**config.mk**
```make
export PLATFORM = sky130hd
export DESIGN_NAME = quadrature_counter
export DESIGN_NICKNAME = d
export VERILOG_FILES = /design/src/rtl/quadrature_counter_pkg.sv /design/src/rtl/quad_input_filter.sv /design/src/rtl/quadrature_counter.sv
export SDC_FILE = /design/constraint.sdc
export NUM_CORES = 1
export LEC_CHECK = 0
export CORE_ASPECT_RATIO = 1.25
export CORE_UTILIZATION = 60
export CTS_BUF_LIST = sky130_fd_sc_hd__clkbuf_8
export DETAILED_ROUTE_END_ITERATION = 10
export PLACE_DENSITY = 0.88
export SYNTH_ARGS = -nofsm -noshare
export SYNTH_HDL_FRONTEND = slang
export SYNTH_HIERARCHICAL = 1
export SYNTH_SLANG_ARGS = --single-unit
```
**constraint.sdc**
```tcl
create_clock -name CLK -period 9.8 [get_ports CLK]
set_clock_uncertainty 0.05 [all_clocks]
set_input_delay 0.98 -clock CLK [delete_from_list [all_inputs] [get_ports CLK]]
set_output_delay 0.98 -clock CLK [all_outputs]
set_load 0.005 [all_outputs]
```
**src/rtl/quadrature_counter_pkg.sv**
```systemverilog
// Shared types for the quadrature counter: step classification, widths and
// the Gray-position helper used by the decoder.
package quadrature_counter_pkg;

  localparam int COUNT_WIDTH_DEFAULT = 32;
  localparam int PERIOD_WIDTH        = 16;

  // Encodings equal the modulo-4 position difference, so classify() is a cast.
  typedef enum logic [1:0] {
    STEP_NONE    = 2'd0,
    STEP_FWD     = 2'd1,
    STEP_ILLEGAL = 2'd2,
    STEP_REV     = 2'd3
  } step_e;

  // Position of an AB pair (bit0 = A, bit1 = B) along 00 -> 01 -> 11 -> 10.
  function automatic logic [1:0] gray_pos(input logic [1:0] ab);
    return {ab[1], ab[1] ^ ab[0]};
  endfunction

  function automatic step_e classify(input logic [1:0] prev, input logic [1:0] cur);
    logic [1:0] diff;
    diff = gray_pos(cur) - gray_pos(prev);
    return step_e'(diff);
  endfunction

endpackage

```
**src/rtl/quad_input_filter.sv**
```systemverilog
// One quadrature pin: two-flop synchroniser followed by a stability filter
// that accepts a change only after FILTER_LEN consecutive differing samples.
module quad_input_filter #(
  parameter int FILTER_LEN = 3
) (
  input  logic clk,
  input  logic rst_n,
  input  logic pin,
  output logic filt,
  output logic ready
);

  localparam int WARM_W = $clog2(FILTER_LEN + 2);
  localparam logic [WARM_W-1:0] WARM_LAST = WARM_W'(FILTER_LEN + 1);

  logic              s1;
  logic              s2;
  logic [WARM_W-1:0] warm;

  // After reset release, wait until s2 holds a real pin sample before the
  // filtered value is trusted; ready marks the one-shot reload.
  always_ff @(posedge clk or negedge rst_n) begin
    if (!rst_n) begin
      s1    <= 1'b0;
      s2    <= 1'b0;
      warm  <= '0;
      ready <= 1'b0;
    end else begin
      // NOTE: non-blocking assignments so every flop samples pre-edge values.
      s1 <= pin;
      s2 <= s1;
      if (!ready) begin
        if (warm == WARM_LAST) ready <= 1'b1;
        else                   warm  <= warm + 1'b1;
      end
    end
  end

  if (FILTER_LEN == 0) begin : g_bypass
    assign filt = s2;
  end else begin : g_filter
    localparam int CNT_W = (FILTER_LEN > 1) ? $clog2(FILTER_LEN) : 1;
    localparam logic [CNT_W-1:0] CNT_LAST = CNT_W'(FILTER_LEN - 1);

    logic [CNT_W-1:0] cnt;
    logic             filt_q;

    always_ff @(posedge clk or negedge rst_n) begin
      if (!rst_n) begin
        cnt    <= '0;
        filt_q <= 1'b0;
      end else if (!ready) begin
        cnt <= '0;
        if (warm == WARM_LAST) filt_q <= s2;
      end else if (s2 == filt_q) begin
        cnt <= '0;
      end else if (cnt == CNT_LAST) begin
        filt_q <= s2;
        cnt    <= '0;
      end else begin
        cnt <= cnt + 1'b1;
      end
    end

    assign filt = filt_q;
  end

endmodule

```
**src/rtl/quadrature_counter.sv**
```systemverilog
// Per-wheel 4x quadrature decoder with signed position count and snapshot.
// Optional QUAD_VELOCITY_EN adds PERIOD / PERIOD_LATCHED step-interval outputs.
module quadrature_counter
  import quadrature_counter_pkg::*;
#(
  parameter int FILTER_LEN  = 3,
  parameter int COUNT_WIDTH = COUNT_WIDTH_DEFAULT
) (
  input  logic                    CLK,
  input  logic                    RESET_N,
  input  logic [1:0]              SENSOR,
  input  logic                    SNAPSHOT,
  input  logic                    CLEAR,
  output logic [COUNT_WIDTH-1:0]  COUNT,
  output logic [COUNT_WIDTH-1:0]  COUNT_LATCHED,
  output logic                    DIR,
  output logic                    ERROR
`ifdef QUAD_VELOCITY_EN
  ,
  output logic [PERIOD_WIDTH-1:0] PERIOD,
  output logic [PERIOD_WIDTH-1:0] PERIOD_LATCHED
`endif
);

  logic filt_a, filt_b;
  logic ready_a, ready_b;

  quad_input_filter #(.FILTER_LEN(FILTER_LEN)) u_filter_a (
    .clk   (CLK),
    .rst_n (RESET_N),
    .pin   (SENSOR[0]),
    .filt  (filt_a),
    .ready (ready_a)
  );

  quad_input_filter #(.FILTER_LEN(FILTER_LEN)) u_filter_b (
    .clk   (CLK),
    .rst_n (RESET_N),
    .pin   (SENSOR[1]),
    .filt  (filt_b),
    .ready (ready_b)
  );

  logic [1:0] cur_ab;
  logic [1:0] prev_ab;
  logic       armed;

  // Until armed, prev tracks cur so the post-reset reload never counts a step.
  always_ff @(posedge CLK or negedge RESET_N) begin
    if (!RESET_N) begin
      cur_ab  <= 2'b00;
      prev_ab <= 2'b00;
      armed   <= 1'b0;
    end else begin
      armed   <= ready_a & ready_b;
      cur_ab  <= {filt_b, filt_a};
      prev_ab <= armed ? cur_ab : {filt_b, filt_a};
    end
  end

  step_e                  step;
  logic                   moved;
  logic [COUNT_WIDTH-1:0] delta;
  logic [COUNT_WIDTH-1:0] count_next;

  always_comb begin
    // NOTE: defaults first so no path leaves a variable unassigned (no latch).
    step  = armed ? classify(prev_ab, cur_ab) : STEP_NONE;
    delta = '0;
    case (step)
      STEP_FWD: delta = COUNT_WIDTH'(1);
      STEP_REV: delta = '1;
      default:  delta = '0;
    endcase
    moved      = (step == STEP_FWD) || (step == STEP_REV);
    count_next = COUNT + delta;
  end

  // An illegal step coinciding with CLEAR still sets ERROR, so it is not lost.
  always_ff @(posedge CLK or negedge RESET_N) begin
    if (!RESET_N) begin
      COUNT         <= '0;
      COUNT_LATCHED <= '0;
      DIR           <= 1'b0;
      ERROR         <= 1'b0;
    end else begin
      COUNT <= CLEAR ? delta : count_next;
      if (SNAPSHOT) COUNT_LATCHED <= count_next;
      if (moved)    DIR           <= (step == STEP_FWD);
      ERROR <= (ERROR & ~CLEAR) | (step == STEP_ILLEGAL);
    end
  end

`ifdef QUAD_VELOCITY_EN
  logic [PERIOD_WIDTH-1:0] cycles;

  // The interval counter starts saturated: no step has been seen yet.
  always_ff @(posedge CLK or negedge RESET_N) begin
    if (!RESET_N) begin
      cycles         <= '1;
      PERIOD         <= '1;
      PERIOD_LATCHED <= '1;
    end else begin
      if (moved) begin
        PERIOD <= cycles;
        cycles <= PERIOD_WIDTH'(1);
      end else if (cycles != '1) begin
        cycles <= cycles + 1'b1;
      end
      if (SNAPSHOT) PERIOD_LATCHED <= moved ? cycles : PERIOD;
    end
  end
`endif

endmodule

```
**Word-level counts from Yosys, hierarchy flattened**

Cells that the tools add are included.

- Register bits after elaboration: 89

- Add/subtract/negate cells: 6
- Bitwise logic cells: 10
- Mux-type cells: 22
- Eq/ne operators: 13
- Reduce and logical (&&, ||, !) cells: 7

Operators by type and width:

| cell | count |
|---|---|
| $pmux W32 S2 | 1 |
| $add A32 B32 Y32 | 1 |
| $mux W32 | 1 |
| $mux W2 | 8 |
| $mux W1 | 12 |
| $eq A2 B2 Y1 const B | 4 |
| $ne A2 B2 Y1 const B | 4 |
| $add A3 B1 Y3 const B | 2 |
| $eq A3 B3 Y1 const B | 2 |
| $reduce_and A3 Y1 | 2 |
| $not A1 Y1 | 5 |
| $add A2 B1 Y2 const B | 2 |
| $reduce_and A2 Y1 | 2 |
| $reduce_bool A2 Y1 | 2 |
| $and A1 B1 Y1 | 2 |
| $eq A1 B1 Y1 | 2 |
| $eq A2 B1 Y1 const B | 1 |
| $sub A2 B2 Y2 | 1 |
| $xor A1 B1 Y1 | 2 |
| $logic_or A1 B1 Y1 | 1 |
| $or A1 B1 Y1 | 1 |

**Longest topological paths before layout**

Gate-level depths: netlist of run 1.

- Depth after elaboration: 7
- Depth in mapped cells: 16
- Mapped depth without buffers: 14

**By module**

The synthesis of run 1 kept the hierarchy.

Modules (own cells, without submodules):

| module | cells an instance | instances | area an instance (um2) |
|---|---|---|---|
| quadrature_counter | 525 | 1 | 4,614.4 |
| quad_input_filter | 29 | 2 | 356.6 |

**Worst setup path after synthesis of run 1**

No wires, ideal clock.

- Path type: register to register
- From: reg cur_ab[1]
- To: reg COUNT[26]
- Path slack: 5.603 ns
- Arrival: 4.027 ns
- Path buffers: 2
- Stages on the path, launching flop included: 15
- Cells stage by stage: dfrtp_1 xnor2_1 ha_1 nor2b_1 nor2b_1 clkbuf_1 ha_1 buf_2 a21oi_1 o21ai_0 a41o_1 o21ai_1 a21oi_1 or3_1 a31o_2

- Longest elaborated chain between the ends: 7
- Elaborated cells on any way between the ends: 8

RTL lines:

| element | line | RTL |
|---|---|---|
| start: declaration | quadrature_counter.sv:44 | `logic [1:0] cur_ab;` |
| start signal: assignment | quadrature_counter.sv:56 | `cur_ab <= {filt_b, filt_a};` |
| $xor A1 B1 Y1 | quadrature_counter_pkg.sv:18 | `return {ab[1], ab[1] ^ ab[0]};` |
| $sub A2 B2 Y2 (*) | quadrature_counter_pkg.sv:23 | `diff = gray_pos(cur) - gray_pos(prev);` |
| $mux W2 (*) | quadrature_counter.sv:68 | `step = armed ? classify(prev_ab, cur_ab) : STEP_NONE;` |
| $eq A2 B2 Y1 / $eq A2 B1 Y1 (equally long branches) | quadrature_counter.sv:70 | `case (step)` |
| $pmux W32 S2 (*) | quadrature_counter.sv:70 |  |
| $add A32 B32 Y32 | quadrature_counter.sv:76 | `count_next = COUNT + delta;` |
| $mux W32 (*) | quadrature_counter.sv:87 | `COUNT <= CLEAR ? delta : count_next;` |
| end signal: assignment | quadrature_counter.sv:87 |  |
| end: declaration | quadrature_counter.sv:14 | `output logic [COUNT_WIDTH-1:0] COUNT,` |

Every way passes the cells marked *; elsewhere a longest branch is shown, timed or not.
A chain may end at the register's enable or synchronous reset.

**Worst setup path after layout of run 1**

Same ends and word-level chain as after synthesis.

==> results.py, run 1 <==
metrics = {
    "global_route": {
        "met3_usage_pct": 4.75,
        "grt_pass1_wl_microns": 22100,
        "top_usage_layer": "met2",
        "use_met2_pct": 54.0,
        "grt_overflow_total": 0,
        "grt_max_degree": 50,
        "grt_antenna_before_repair": 0,
        "grtUsageTotal_pct": 31.0,
        "grt_pass1_vias": 4756,
        "use_met1_pct": 36.4,
    },
    "final_layout": {
        "ff_latch_area_sq_um": 2230,
        "stdcell_count": 763,
        "diodes": 0,
        "final_common_cell": "dfrtp_1",
        "multi_input_area_sq_um": 2890,
        "drive_above_1_share_pct": 5.91,
        "final_cell_mix": "dfrtp_1, clkdlybuf4s50_1, nand2_1",
        "num-fill-cells": 697,
        "syn_to_final_growth_pct": 18.5,
        "layout.nets": 681,
        "final_util_pct": 73.0,
    },
    "critical_path": {
        "path_max_fanout": 43,
        "rrSetupSlack_ns": 5.33,
        "crit_path_start_kind": "register",
        "worst_ep_required_time_ns": 10.04,
        "crit_type": "reg -> reg",
        "endpoint_kind": "register",
        "arrival_ns": 4.71,
        "path_cells": "xnor2_1 > ha_1 > nor2b_1 > nor2b_2 > buf_4 > inv_1 > fa_1 > and2b_1 > o211ai_1 > a2111oi_1 > o21ai_1 > a21oi_1 > o21ai_0 > a31o_2",
        "worst_path_largest_cell_delay_ns": 0.68,
        "cp_slowest_cell": "a2111oi_1",
    },
    "placed_design": {
        "place_congestion": 0.909,
        "hpwl_microns": 9690,
        "portBuffers": 71,
        "dp.cells": 747,
    },
    "floorplanning": {
        "die_area_sq_um": 9260,
        "boundaryPins": 72,
        "die_h_microns": 107,
        "fp-row-count": 38,
        "coreArea_sq_um": 8650,
        "start_util_pct": 61.6,
        "fp.dieW_microns": 86.3,
    },
    "yosys": {
        "yosys-top-cells-area": "dfrtp_1, ha_1, o21ai_0, nand2_1, a21oi_1",
        "ys_seq_elements": 89,
        "syn-num-nets": 626,
        "yosysWarnings": 6,
        "syn_inst": 583,
        "synth_area_sq_um": 5330,
        "synth_top_area_share_pct": 41.8,
        "synthDistinctLibCells": 64,
        "synth_top_cell_by_area": "dfrtp_1",
        "async_reset_ff_share_pct": 100,
        "synthFlopType": "dfrtp_1",
        "synth-edff-count": 0,
        "synth_area_per_cell_sq_um": 9.14,
        "seq_area_frac_synth_pct": 41.8,
    },
    "clocking": {
        "h-tree-depth": 3,
        "clock_path_buffers": 2,
        "numCtsBuffers": 9,
        "cts_root_buffer": "clkbuf_8",
        "post_cts_buffers": 0,
        "cts_tree": "built",
        "cts_resized": 0,
        "clk_pin_slew_ns": 0.10,
        "clk_latency_ns": 0.39,
        "ctsHoldBuffers": 0,
        "clkSinkCount": 89,
    },
    "sta": {
        "hold_viol_final": 0,
        "tns_ns": 0,
        "finalCritPeriodShare_pct": 45.6,
        "period_needed_ns": 4.47,
        "drv_slew": 0,
        "rsz0062_at_grt": "no",
        "fmax_ghz": 0.224,
        "worst_pin_slew_ns": 0.899,
        "slew_headroom_pct": 40.0,
        "setup_violations": 0,
    },
    "detailed_routing": {
        "first_pass_iters": 5,
        "routed_wl_microns": 13600,
        "drc": 0,
        "drtIter0Drc": 407,
        "num_vias": 4777,
        "post_drt_wl_per_cell_microns": 17.8,
        "ant_nets": 0,
        "routed_via_density": 6.26,
    },
    "min_path": {
        "hp-class": "reg -> reg",
    },
    "flow_run": {
        "drv_cap": 0,
    },
    "run_status": {
        "status": "completed",
    },
}
cells by family after synthesis:
kind of cell    count (synthesis)  synth area share (%)
simple gates                  181                  16.9
fa+ha+maj                      37                  8.83
compound gates                185                  22.0
buf+inv                        54                  3.99
xor+xnor                       28                  4.60
mux                             9                  1.83
flops                          89                  41.8
final timing paths:
path,cells past startpoint,endpoint,startpoint
worst max-delay path,14,COUNT[26],cur_ab[1]
worst min-delay path,0,u_filter_a/s2,u_filter_a/s1
worst max register to register,14,COUNT[26],cur_ab[1]
worst min register to register,0,u_filter_a/s2,u_filter_a/s1
max in group asynchronous,2,COUNT_LATCHED[30],RESET_N
min in group asynchronous,1,COUNT_LATCHED[8],RESET_N
routing by layer:
layer / vias to the layer above / wire [microns]
li1: 2238 / -
met1: 2322 / 5430
met2: 171 / 6970
met3: 46 / 625
met4: 0 / 552
met5: - / 0
area by class of cell:
| type | count | share of cell area [%] |
|---|---|---|
| Inverter | 22 | 1.31 |
| Timing Repair Buffer | 76 | 11.8 |
| Clock inverter | 7 | 1.49 |
| Clock buffer | 9 | 1.96 |
| Sequential cell | 89 | 35.3 |
| Tap cell | 120 | 2.38 |
| Multi-Input combinational cell | 440 | 45.8 |
registers in the layout (all words and copies together), names as in the netlist:
signal,count
u_filter_a/s2,1
u_filter_b/s2,1
prev_ab,2
u_filter_a/ready,1
ERROR,1
u_filter_a/filt,1
u_filter_b/s1,1
COUNT_LATCHED,32
cur_ab,2
COUNT,32
u_filter_b/filt,1
u_filter_a/warm,3
armed,1
DIR,1
u_filter_a/g_filter.cnt,2
u_filter_b/ready,1
u_filter_b/warm,3
u_filter_a/s1,1
u_filter_b/g_filter.cnt,2
cells in the mapped netlist, types with 5 or more instances:
library cell and n:
nor2b_1 8, ha_1 36, buf_2 6, o21ai_0 58
nor2_1 25, inv_1 21, xnor2_1 16, nand3_1 25
a21oi_1 44, a211o_1 6, o31ai_1 5, dfrtp_1 89
nand2_1 59, nand4_1 17, nor4b_1 6, o21bai_1 6
o21ai_1 6, a21o_1 11, a31oi_1 8, xor2_1 12
o211ai_1 5, nor3_1 11, clkbuf_1 23
worst max-delay path: cells and delay by family (launching register included):
family,cells,cell delay (ns)
adders and majority gates,2,0.79
AOI/OAI and AO/OA,6,1.69
and+or+nand+nor,3,0.64
buffers and inverters,2,0.63
DFF,1,0.43
xor gates and xnor gates,1,0.15
metrics by stage:
step           hold WS (ns)  worst slack [ns]  cell area [sq um]
2_1_floorplan         0.281              5.60               5330
3_3_place_gp          0.286              5.59               6100
3_5_place_dp          0.289              5.38               6100
4_1_cts               0.316              5.36               6310
5_1_grt               0.327              5.06               6310
6_report              0.313              5.33               6310
Power of run 1 is left out: the tool's default activity adds up to more than one toggle a clock period on the data nets, which glitch-free logic cannot reach.
==> run 2, diff against run 1 <==
--- a/config.mk
+++ b/config.mk
@@ -6,10 +6,10 @@
 export NUM_CORES = 1
 export LEC_CHECK = 0
 export CORE_ASPECT_RATIO = 1.25
-export CORE_UTILIZATION = 60
+export CORE_UTILIZATION = 57
 export CTS_BUF_LIST = sky130_fd_sc_hd__clkbuf_8
 export DETAILED_ROUTE_END_ITERATION = 10
-export PLACE_DENSITY = 0.88
+export PLACE_DENSITY = 0.84
 export SYNTH_ARGS = -nofsm -noshare
 export SYNTH_HDL_FRONTEND = slang
 export SYNTH_HIERARCHICAL = 1
==> constraint.sdc (replaced) <==
create_clock -name CLK -period 4.55 [get_ports CLK]
set_clock_uncertainty 0.05 [all_clocks]
set_input_delay 0.455 -clock CLK [delete_from_list [all_inputs] [get_ports CLK]]
set_output_delay 0.455 -clock CLK [all_outputs]
set_load 0.005 [all_outputs]
==> run 2 against run 1 <==
  * Fmax grew 15%
  * Core utilization decreased by 3.5 points
  * Die area up 5.2%
  * Clock-buffer cell count did not move
  * Cell count increased by 1.3%
  * Highest routed layer unchanged
==> results.py, run 2 (synthesized netlist as in run 1, its figures left out) <==
metrics = {
    "global_route": {
        "grt_pass1_vias": 4617,
        "grt_pass1_wl_microns": 21800,
        "grt_max_degree": 53,
        "grt_overflow_total": 0,
        "grtUsageTotal_pct": 29.5,
        "grt_antenna_before_repair": 0,
    },
    "sta": {
        "fmax_ghz": 0.257,
        "drv_slew": 0,
        "setup_violations": 0,
        "rsz0062_at_grt": "no",
        "finalCritPeriodShare_pct": 85.4,
        "hold_viol_final": 0,
        "worst_pin_slew_ns": 0.673,
        "period_needed_ns": 3.89,
        "tns_ns": 0,
        "layout_setup_ws_ns": 0.663,
        "slew_headroom_pct": 54.5,
    },
    "floorplanning": {
        "coreArea_sq_um": 9130,
        "start_util_pct": 58.4,
        "die_h_microns": 110,
        "fp-row-count": 39,
        "boundaryPins": 72,
        "die_area_sq_um": 9740,
        "fp.dieW_microns": 88.5,
    },
    "critical_path": {
        "endpoint_kind": "register",
        "cp_num_cells": 14,
        "rr_endpoint": "COUNT[26]",
        "worst_ep_required_time_ns": 4.77,
        "path_delay_family": "compound AO/OA/AOI/OAI gates",
        "ff2ff_path_depth": 14,
        "crit_type": "reg -> reg",
        "reg2reg_from": "cur_ab[1]",
        "arrival_ns": 4.10,
        "crit_path_start_kind": "register",
        "crit_start": "cur_ab[1]",
        "cp_num_buf_inv": 2,
        "path_max_fanout": 19,
        "endpoint": "COUNT[26]",
        "cp_slowest_cell": "dfrtp_1",
        "rrSetupSlack_ns": 0.66,
        "path_cells": "xnor2_1 > ha_1 > nor2b_1 > nor2b_2 > buf_4 > ha_1 > and2b_1 > o211ai_1 > a2111oi_1 > buf_4 > o21ai_1 > a21oi_1 > or3_1 > a31o_2",
        "worst_path_largest_cell_delay_ns": 0.42,
    },
    "clocking": {
        "cts_resized": 0,
        "clkSinkCount": 89,
        "numCtsBuffers": 9,
        "clk_latency_ns": 0.37,
        "ctsHoldBuffers": 1,
        "post_cts_buffers": 0,
        "cts_root_buffer": "clkbuf_8",
        "h-tree-depth": 3,
        "cts_tree": "built",
        "clk_pin_slew_ns": 0.09,
        "clock_path_buffers": 2,
    },
    "placed_design": {
        "portBuffers": 71,
        "hpwl_microns": 10100,
        "preCtsSetupSlack_ns": 0.661,
        "place_congestion": 0.920,
        "dp.cells": 756,
    },
    "min_path": {
        "hp-class": "reg -> reg",
    },
    "final_layout": {
        "syn_to_final_growth_pct": 19.0,
        "diodes": 0,
        "ff_latch_area_sq_um": 2230,
        "final_common_cell": "dfrtp_1",
        "drive_above_1_share_pct": 6.77,
        "final_cell_mix": "dfrtp_1, clkdlybuf4s50_1, nand2_1",
        "multi_input_area_sq_um": 2890,
        "num-fill-cells": 762,
        "biggestRegsByFlops": "COUNT (32), COUNT_LATCHED (32)",
        "layout.nets": 688,
        "stdcell_count": 773,
    },
    "detailed_routing": {
        "drtIter0Drc": 268,
        "post_drt_wl_per_cell_microns": 17.5,
        "first_pass_iters": 7,
        "num_vias": 4699,
        "routed_via_density": 6.08,
        "ant_nets": 0,
        "drc": 0,
        "routed_wl_microns": 13500,
    },
    "flow_run": {
        "drv_cap": 0,
    },
    "run_status": {
        "status": "completed",
    },
}
[run 2: area by class of cell]
cell class / count / area share (%)
multi-input combinational: 440 / 45.6
tap: 123 / 2.43
clock buffer: 9 / 1.95
inverter: 22 / 1.30
clock inverter: 7 / 0.967
sequential: 89 / 35.1
timing repair buffer: 83 / 12.6
[run 2: worst min path at each step]
stage	from	endpoint	slack, ns	cells past startpoint
after floorplan	RESET_N	COUNT[0]	0.11	0
after global placement	u_filter_a/s1	u_filter_a/s2	0.28	0
after detailed placement	u_filter_a/s1	u_filter_a/s2	0.28	0
after CTS	u_filter_a/s1	u_filter_a/s2	0.30	0
after global routing	u_filter_b/s1	u_filter_b/s2	0.32	0
final	u_filter_a/s1	u_filter_a/s2	0.30	0
[run 2: through the flow]
step	utilization, %	instance area (sq um)	hold slack (ns)
after detailed placement	67.3	6140	0.285
after CTS	69.5	6340	0.301
final	69.5	6340	0.302
after global placement	67.3	6140	0.284
after floorplan	-	5330	0.109
after global routing	69.5	6340	0.324
[run 2: routing by layer]
metal | global-route usage, % | share of wire [%] | wire length, microns | up-vias
li1 | - | - | - | 2243
met1 | 35.1 | 42 | 5660 | 2270
met2 | 50.8 | 50 | 6760 | 143
met3 | 5.96 | 4.8 | 642 | 43
met4 | 13.8 | 3.4 | 454 | 0
met5 | 0 | 0 | 0 | -
Power of run 2 is left out for the same reason.
